**src/rtl/fifo_arb_pkg.sv**
```systemverilog
// Shared types and default sizing for the FIFO write-port arbiter.
package fifo_arb_pkg;

  localparam int unsigned N_REQ_DEF = 4;
  localparam int unsigned DW_DEF    = 140;
  localparam int unsigned CNT_W_DEF = 16;
  localparam int unsigned GID_W_DEF = $clog2(N_REQ_DEF);

  typedef enum logic {
    IDLE,
    LOCKED
  } arb_state_e;

endpackage

```
**src/rtl/fifo_write_arbiter_if.sv**
```systemverilog
// Requester, FIFO write and status signals of the write-port arbiter.
interface fifo_write_arbiter_if
  import fifo_arb_pkg::*;
#(
  parameter int unsigned N_REQ = N_REQ_DEF,
  parameter int unsigned DW    = DW_DEF,
  parameter int unsigned CNT_W = CNT_W_DEF
);
  localparam int unsigned GID_W = $clog2(N_REQ);

  logic [N_REQ-1:0]    req_valid;
  logic [N_REQ-1:0]    req_last;
  logic [N_REQ*DW-1:0] req_data;
  logic [N_REQ-1:0]    req_ready;
  logic                fifo_full;
  logic                fifo_w_enable;
  logic [DW-1:0]       data_to_fifo;
  logic [GID_W-1:0]    grant_id;
  logic                busy;
  logic [CNT_W-1:0]    stall_cnt;

  // Arbiter side
  modport master (
    input  req_valid, req_last, req_data, fifo_full,
    output req_ready, fifo_w_enable, data_to_fifo, grant_id, busy, stall_cnt
  );

  // Producer / FIFO side
  modport slave (
    output req_valid, req_last, req_data, fifo_full,
    input  req_ready, fifo_w_enable, data_to_fifo, grant_id, busy, stall_cnt
  );

endinterface

```
**src/rtl/fifo_write_arbiter_rr_picker.sv**
```systemverilog
// Round-robin winner search: rotate requests to start at ptr, take lowest set bit, un-rotate.
module rr_picker #(
  parameter int unsigned N_REQ = 4,
  parameter int unsigned GID_W = $clog2(N_REQ)
) (
  input  logic [N_REQ-1:0] req,
  input  logic [GID_W-1:0] ptr,
  output logic             found,
  output logic [GID_W-1:0] winner
);

  logic [2*N_REQ-1:0] dbl;
  logic [N_REQ-1:0]   rot;
  logic [GID_W-1:0]   off;
  logic [GID_W:0]     sum;

  always_comb begin
    dbl   = {req, req};
    rot   = dbl[ptr +: N_REQ];
    found = 1'b0;
    off   = '0;
    // Descending scan so the lowest set bit is the last one written
    for (int i = N_REQ - 1; i >= 0; i--) begin
      if (rot[i]) begin
        found = 1'b1;
        off   = GID_W'(i);
      end
    end
    sum = {1'b0, ptr} + {1'b0, off};
    if (sum >= (GID_W+1)'(N_REQ)) begin
      sum = sum - (GID_W+1)'(N_REQ);
    end
    winner = sum[GID_W-1:0];
  end

endmodule

```
**src/rtl/fifo_write_arbiter.sv**
```systemverilog
// Packet-level round-robin arbiter driving the async FIFO write port from N_REQ producers.
module fifo_write_arbiter
  import fifo_arb_pkg::*;
#(
  parameter int unsigned N_REQ = N_REQ_DEF,
  parameter int unsigned DW    = DW_DEF,
  parameter int unsigned CNT_W = CNT_W_DEF
) (
  input  logic                 clk_in,
  input  logic                 rst,
  fifo_write_arbiter_if.master bus
);

  localparam int unsigned     GID_W     = $clog2(N_REQ);
  localparam logic [GID_W-1:0] LAST_ID  = GID_W'(N_REQ - 1);
  localparam logic [CNT_W-1:0] STALL_MAX = '1;

  arb_state_e       state, state_n;
  logic [GID_W-1:0] grant, grant_n;
  logic [GID_W-1:0] rr_ptr, rr_ptr_n;
  logic [GID_W-1:0] pick;
  logic             found;
  logic [CNT_W-1:0] stall_cnt;
  logic [N_REQ-1:0] ready;
  logic             wen;
  logic [DW-1:0]    wdata;
  logic             stall_hit;

  rr_picker #(
    .N_REQ (N_REQ),
    .GID_W (GID_W)
  ) u_picker (
    .req    (bus.req_valid),
    .ptr    (rr_ptr),
    .found  (found),
    .winner (pick)
  );

  always_ff @(posedge clk_in or posedge rst) begin
    if (rst) begin
      state  <= IDLE;
      grant  <= '0;
      rr_ptr <= '0;
    end else begin
      state  <= state_n;
      grant  <= grant_n;
      rr_ptr <= rr_ptr_n;
    end
  end

  // Arbitration in IDLE; beat gating and packet-end detection in LOCKED
  always_comb begin
    state_n  = state;
    grant_n  = grant;
    rr_ptr_n = rr_ptr;
    ready    = '0;
    wen      = 1'b0;
    wdata    = '0;
    unique case (state)
      IDLE: begin
        if (found) begin
          grant_n = pick;
          state_n = LOCKED;
        end
      end
      LOCKED: begin
        ready[grant] = !bus.fifo_full;
        wen          = bus.req_valid[grant] & !bus.fifo_full;
        if (wen) begin
          wdata = bus.req_data[32'(grant) * DW +: DW];
        end
        if (wen && bus.req_last[grant]) begin
          state_n  = IDLE;
          rr_ptr_n = (grant == LAST_ID) ? '0 : grant + GID_W'(1);
        end
      end
      default: state_n = IDLE;
    endcase
  end

  assign stall_hit = (state == LOCKED) & bus.req_valid[grant] & bus.fifo_full;

  // Saturating back-pressure counter, cleared only by reset
  always_ff @(posedge clk_in or posedge rst) begin
    if (rst) begin
      stall_cnt <= '0;
    end else if (stall_hit && stall_cnt != STALL_MAX) begin
      stall_cnt <= stall_cnt + CNT_W'(1);
    end
  end

  assign bus.req_ready     = ready;
  assign bus.fifo_w_enable = wen;
  assign bus.data_to_fifo  = wdata;
  assign bus.grant_id      = grant;
  assign bus.busy          = (state == LOCKED);
  assign bus.stall_cnt     = stall_cnt;

endmodule

```
**src/flat_wrapper.sv**
```systemverilog
// flat-port wrapper written by rule: the top's interface ports become plain ports
module fifo_write_arbiter_flat import fifo_arb_pkg::*;
#(
  parameter int unsigned N_REQ = N_REQ_DEF,
  parameter int unsigned DW    = DW_DEF,
  parameter int unsigned CNT_W = CNT_W_DEF
)
  (clk_in, rst, bus_req_valid, bus_req_last, bus_req_data, bus_fifo_full, bus_req_ready, bus_fifo_w_enable, bus_data_to_fifo, bus_grant_id, bus_busy, bus_stall_cnt);
  fifo_write_arbiter_if #(.N_REQ(N_REQ), .DW(DW), .CNT_W(CNT_W)) bus_i ();
  input  logic clk_in;
  input  logic rst;
  input wire logic [$bits(bus_i.req_valid)-1:0] bus_req_valid;
  input wire logic [$bits(bus_i.req_last)-1:0] bus_req_last;
  input wire logic [$bits(bus_i.req_data)-1:0] bus_req_data;
  input wire logic [$bits(bus_i.fifo_full)-1:0] bus_fifo_full;
  output wire logic [$bits(bus_i.req_ready)-1:0] bus_req_ready;
  output wire logic [$bits(bus_i.fifo_w_enable)-1:0] bus_fifo_w_enable;
  output wire logic [$bits(bus_i.data_to_fifo)-1:0] bus_data_to_fifo;
  output wire logic [$bits(bus_i.grant_id)-1:0] bus_grant_id;
  output wire logic [$bits(bus_i.busy)-1:0] bus_busy;
  output wire logic [$bits(bus_i.stall_cnt)-1:0] bus_stall_cnt;
  assign bus_i.req_valid = bus_req_valid;
  assign bus_i.req_last = bus_req_last;
  assign bus_i.req_data = bus_req_data;
  assign bus_i.fifo_full = bus_fifo_full;
  assign bus_req_ready = bus_i.req_ready;
  assign bus_fifo_w_enable = bus_i.fifo_w_enable;
  assign bus_data_to_fifo = bus_i.data_to_fifo;
  assign bus_grant_id = bus_i.grant_id;
  assign bus_busy = bus_i.busy;
  assign bus_stall_cnt = bus_i.stall_cnt;
  fifo_write_arbiter #(.N_REQ(N_REQ), .DW(DW), .CNT_W(CNT_W)) u_core (.clk_in(clk_in), .rst(rst), .bus(bus_i));
endmodule
```
**config.mk**
```make
export PLATFORM = sky130hd
export DESIGN_NAME = fifo_write_arbiter_flat
export DESIGN_NICKNAME = d
export VERILOG_FILES = /design/src/rtl/fifo_arb_pkg.sv /design/src/rtl/fifo_write_arbiter_if.sv /design/src/rtl/fifo_write_arbiter_rr_picker.sv /design/src/rtl/fifo_write_arbiter.sv /design/src/flat_wrapper.sv
export SDC_FILE = /design/constraint.sdc
export NUM_CORES = 1
export LEC_CHECK = 0
export ABC_AREA = 1
export CAP_MARGIN = 40
export CORE_AREA = 2 2 284 286
export DETAILED_ROUTE_END_ITERATION = 12
export DIE_AREA = 0 0 286 288
export PLACE_DENSITY_LB_ADDON = 0.3
export SYNTH_ARGS = -nofsm -noshare
export SYNTH_HDL_FRONTEND = slang
export SYNTH_SLANG_ARGS = --single-unit
export TNS_END_PERCENT = 5
```
**constraint.sdc**
```tcl
create_clock -name clk_in -period 4.08 [get_ports clk_in]
set_input_delay 0.612 -clock clk_in [delete_from_list [all_inputs] [get_ports clk_in]]
set_output_delay 0.612 -clock clk_in [all_outputs]
set_load 0.05 [all_outputs]
```
==> impl_results.rst <==
.. list-table::
   :header-rows: 1

   * - Metric
     - Value
   * - Via count of the first global-routing pass
     - 10786
   * - Min-Delay Path Class
     - reg2reg
   * - Sum of negative setup slack
     - 0 ns
   * - Post-detailed-route via-to-cell ratio
     - 3.622
   * - Outcome
     - finished, final reports clean
   * - Critical Path Start Type
     - flop
   * - DR vias
     - 10932
   * - Wire length per cell after detailed routing
     - 18.56 um
   * - WHS
     - 0.5654 ns
   * - Crit path max-delay cell type
     - sky130_fd_sc_hd__buf_4
   * - Maximum buffer depth of the clock tree
     - 2
   * - Power density normalized to cell area
     - 581.5 mW/mm^2
   * - Post-Syn Instances
     - 1308
   * - First-pass GRT wire length
     - 77.00 mm
   * - Unique cell type count in the Yosys netlist
     - 29
   * - Number of max-slew violations in the final report
     - 0
   * - Number of violations reported at the end of detailed-routing iteration 0
     - 513
   * - Final critical delay including setup and external delays
     - 3.441 ns
   * - Post-layout net count
     - 2530
   * - Total routing usage reported by global routing
     - 0.1256
   * - Pin slew with the least headroom to its limit
     - 0.8187 ns
   * - Max cap viols
     - 0
   * - DPL Wire Length
     - 45.61 mm
   * - Longest individual stage delay on the worst path
     - 0.66 ns
   * - Remaining global-route overflow
     - 0
   * - Die Width
     - 286 um
   * - Final clock period utilization by the worst path
     - 0.8433
   * - Leak
     - 6.017 nW
   * - Synthesis-to-finish area growth
     - 148.8%
   * - Unrepaired setup endpoints after global routing
     - no
   * - Maximum fanout along the worst path
     - 79
   * - Mapped Area
     - 0.006628 mm^2
   * - Headroom to the max-slew limit
     - 0.4542
   * - Worst path buffer plus inverter count
     - 3
   * - Number of endpoints failing setup at the final stage
     - 0
   * - Total wire length after detailed routing
     - 56.01 mm
   * - Floorplan row count
     - 104
   * - Register-to-register setup slack
     - 1.95 ns
   * - Kind of cell with the highest combined delay on the critical path
     - buffers and inverters
   * - Maximum vdd drop
     - 0.5399 mV
   * - Antenna violations before repair
     - 14
   * - Clock root buffer master
     - sky130_fd_sc_hd__clkbuf_16
   * - Post-synthesis sequential area ratio
     - 0.07929
   * - Flop and latch count out of synthesis
     - 21
   * - Final weighted congestion of routability-driven global placement
     - 0.8775
   * - Commonest cells after routing, fill and taps aside
     - sky130_fd_sc_hd__clkdlybuf4s50_1 (592), sky130_fd_sc_hd__nor2_1 (580), sky130_fd_sc_hd__o21ai_0 (266)
   * - Clock latency on the worst-skew pair
     - 0.26 ns
   * - CTS Hold Bufs
     - 0
   * - Port-buffer cells
     - 734
   * - Max Freq
     - 290.6 MHz
   * - Final Hold Vio Count
     - 0
   * - CP Cell Sequence
     - inv_8, buf_4, o21ai_0, a21oi_2, buf_12
   * - Post-Synthesis Net Count
     - 1885
   * - Number of buffers created by CTS
     - 3
   * - Die H
     - 288 um
   * - Number of buffers inserted by post-CTS setup repair
     - 0
   * - Crit end category
     - output port
   * - Arrival @ worst endpoint
     - 2.83 ns
   * - Number of filler cells placed in the layout
     - 9032
   * - Number of sinks on the clock net
     - 21
   * - Initial cell density of the core
     - 0.08322
   * - Worst Clk Skew
     - 0.006763 ns
   * - Pre-Repair DR Iteration Count
     - 5
   * - Core Area
     - 0.07964 mm^2
   * - TritonCTS clock tree
     - built
   * - Share of cells above drive strength 1
     - 0.1399
   * - Yosys warns
     - 0
   * - Area of the die
     - 0.08237 mm^2
   * - Most frequent standard cell in the layout excluding fill and tap cells
     - sky130_fd_sc_hd__clkdlybuf4s50_1
   * - Average size of a mapped cell
     - 5.067 um^2
   * - Pin count of the biggest net entering global routing
     - 149
   * - # H-tree levels
     - 1
   * - Top Ports
     - 735
   * - Clock-pin transition on the worst setup and hold timing paths
     - 0.06 ns
   * - Critical path required time
     - 3.47 ns
   * - Number of instances resized during post-cts repair
     - 0
   * - Setup Crit Path Kind
     - reg2out
   * - DRC
     - 0
   * - Antenna Violating Nets Remaining
     - 0
per-layer routing:
| metal | global-route usage | routed length (um) |
|---|---|---|
| met5 | 0 | 40 |
| met4 | 0.02408 | 871 |
| met3 | 0.03233 | 4489 |
| met2 | 0.2204 | 27450 |
| met1 | 0.1544 | 23160 |
worst register-to-register path, cell delays in order, from the launching register on:
cell,delay (ns)
sky130_fd_sc_hd__dfrtp_4,0.56
sky130_fd_sc_hd__inv_8,0.30
sky130_fd_sc_hd__nand2_1,0.12
sky130_fd_sc_hd__nand3_1,0.11
sky130_fd_sc_hd__nand2_2,0.09
sky130_fd_sc_hd__nor3_2,0.15
sky130_fd_sc_hd__nand2_2,0.28
sky130_fd_sc_hd__inv_2,0.31
sky130_fd_sc_hd__nand2_1,0.08
sky130_fd_sc_hd__nand2_1,0.06
flip-flops by register name, indices dropped and copies added, names as in the netlist:
| signal | flops |
|---|---|
| u_core.bus.stall_cnt | 16 |
| u_core.bus.busy | 1 |
| u_core.rr_ptr | 2 |
| u_core.bus.grant_id | 2 |
worst paths after layout:
| path | startpoint | endpoint | cells after the start |
|---|---|---|---|
| max | u_core.bus.grant_id[0] | bus_data_to_fifo[112] | 5 |
| min | u_core.bus.stall_cnt[1] | u_core.bus.stall_cnt[1] | 2 |
| max reg2reg | u_core.bus.grant_id[0] | u_core.bus.stall_cnt[12] | 9 |
| min reg2reg | u_core.bus.stall_cnt[1] | u_core.bus.stall_cnt[1] | 2 |
| max in group asynchronous | rst | u_core.bus.grant_id[1] | 3 |
| min in group asynchronous | rst | u_core.bus.stall_cnt[0] | 2 |
kinds of logic after synthesis:
kind of cell / synth area share
simple gates: 0.4072
compound gates: 0.3804
buf+inv: 0.1033
flops: 0.07929
xor+xnor: 0.01850
fa+ha+maj: 0.01133
where the power goes:
part | leakage, nW | switching (mW) | total [mW] | internal, mW
Combinational | 5.70 | 5.55 | 9.00 | 3.45
Clock | 0.0409 | 0.0835 | 0.216 | 0.132
Sequential | 0.273 | 0.109 | 0.369 | 0.261
cell type report:
class | count | area (um^2) | share of cell area
clock inverters | 1 | 5.005 | 0.0003035
inverters | 26 | 115.1 | 0.006981
flip-flops and latches | 21 | 533.0 | 0.03233
clock buffers | 3 | 75.07 | 0.004553
multi-input cells | 1150 | 5418 | 0.3286
well taps | 1060 | 1326 | 0.08044
repair buffers | 751 | 9001 | 0.5459
diodes | 6 | 15.01 | 0.0009106
synth_stat cells (all sizes together):
| cell type | number | area share |
|---|---|---|
| nand3b | 1 | 0.0011 |
| a31oi | 1 | 0.00094 |
| nand2 | 91 | 0.052 |
| xor2 | 7 | 0.0093 |
| and2 | 1 | 0.00094 |
| o21ai | 286 | 0.22 |
| a21oi | 140 | 0.16 |
| inv | 26 | 0.015 |
| nor3 | 2 | 0.0023 |
| nor2 | 581 | 0.33 |
| xnor2 | 7 | 0.0093 |
| clkbuf | 44 | 0.025 |
| a21boi | 1 | 0.0011 |
| buf | 67 | 0.063 |
| dfrtp | 21 | 0.079 |
| nand3 | 23 | 0.017 |
| ha | 6 | 0.011 |
| nand4 | 2 | 0.0019 |
| nor3b | 1 | 0.0011 |
per-stage QoR:
step	total power, mW	area [um^2]	util	std cells	worst slack (ns)
after floorplan	5.405	6628	-	1308	1.015
after global routing	10.28	16490	0.2070	3017	0.5025
final	9.588	16490	0.2070	3018	0.6394
after CTS	9.758	16470	0.2069	3012	0.6452
after global placement	9.520	16360	0.2054	3006	0.8671
after detailed placement	9.523	16390	0.2059	3008	0.7965
Note: power is estimated with default switching activity, not from simulation.
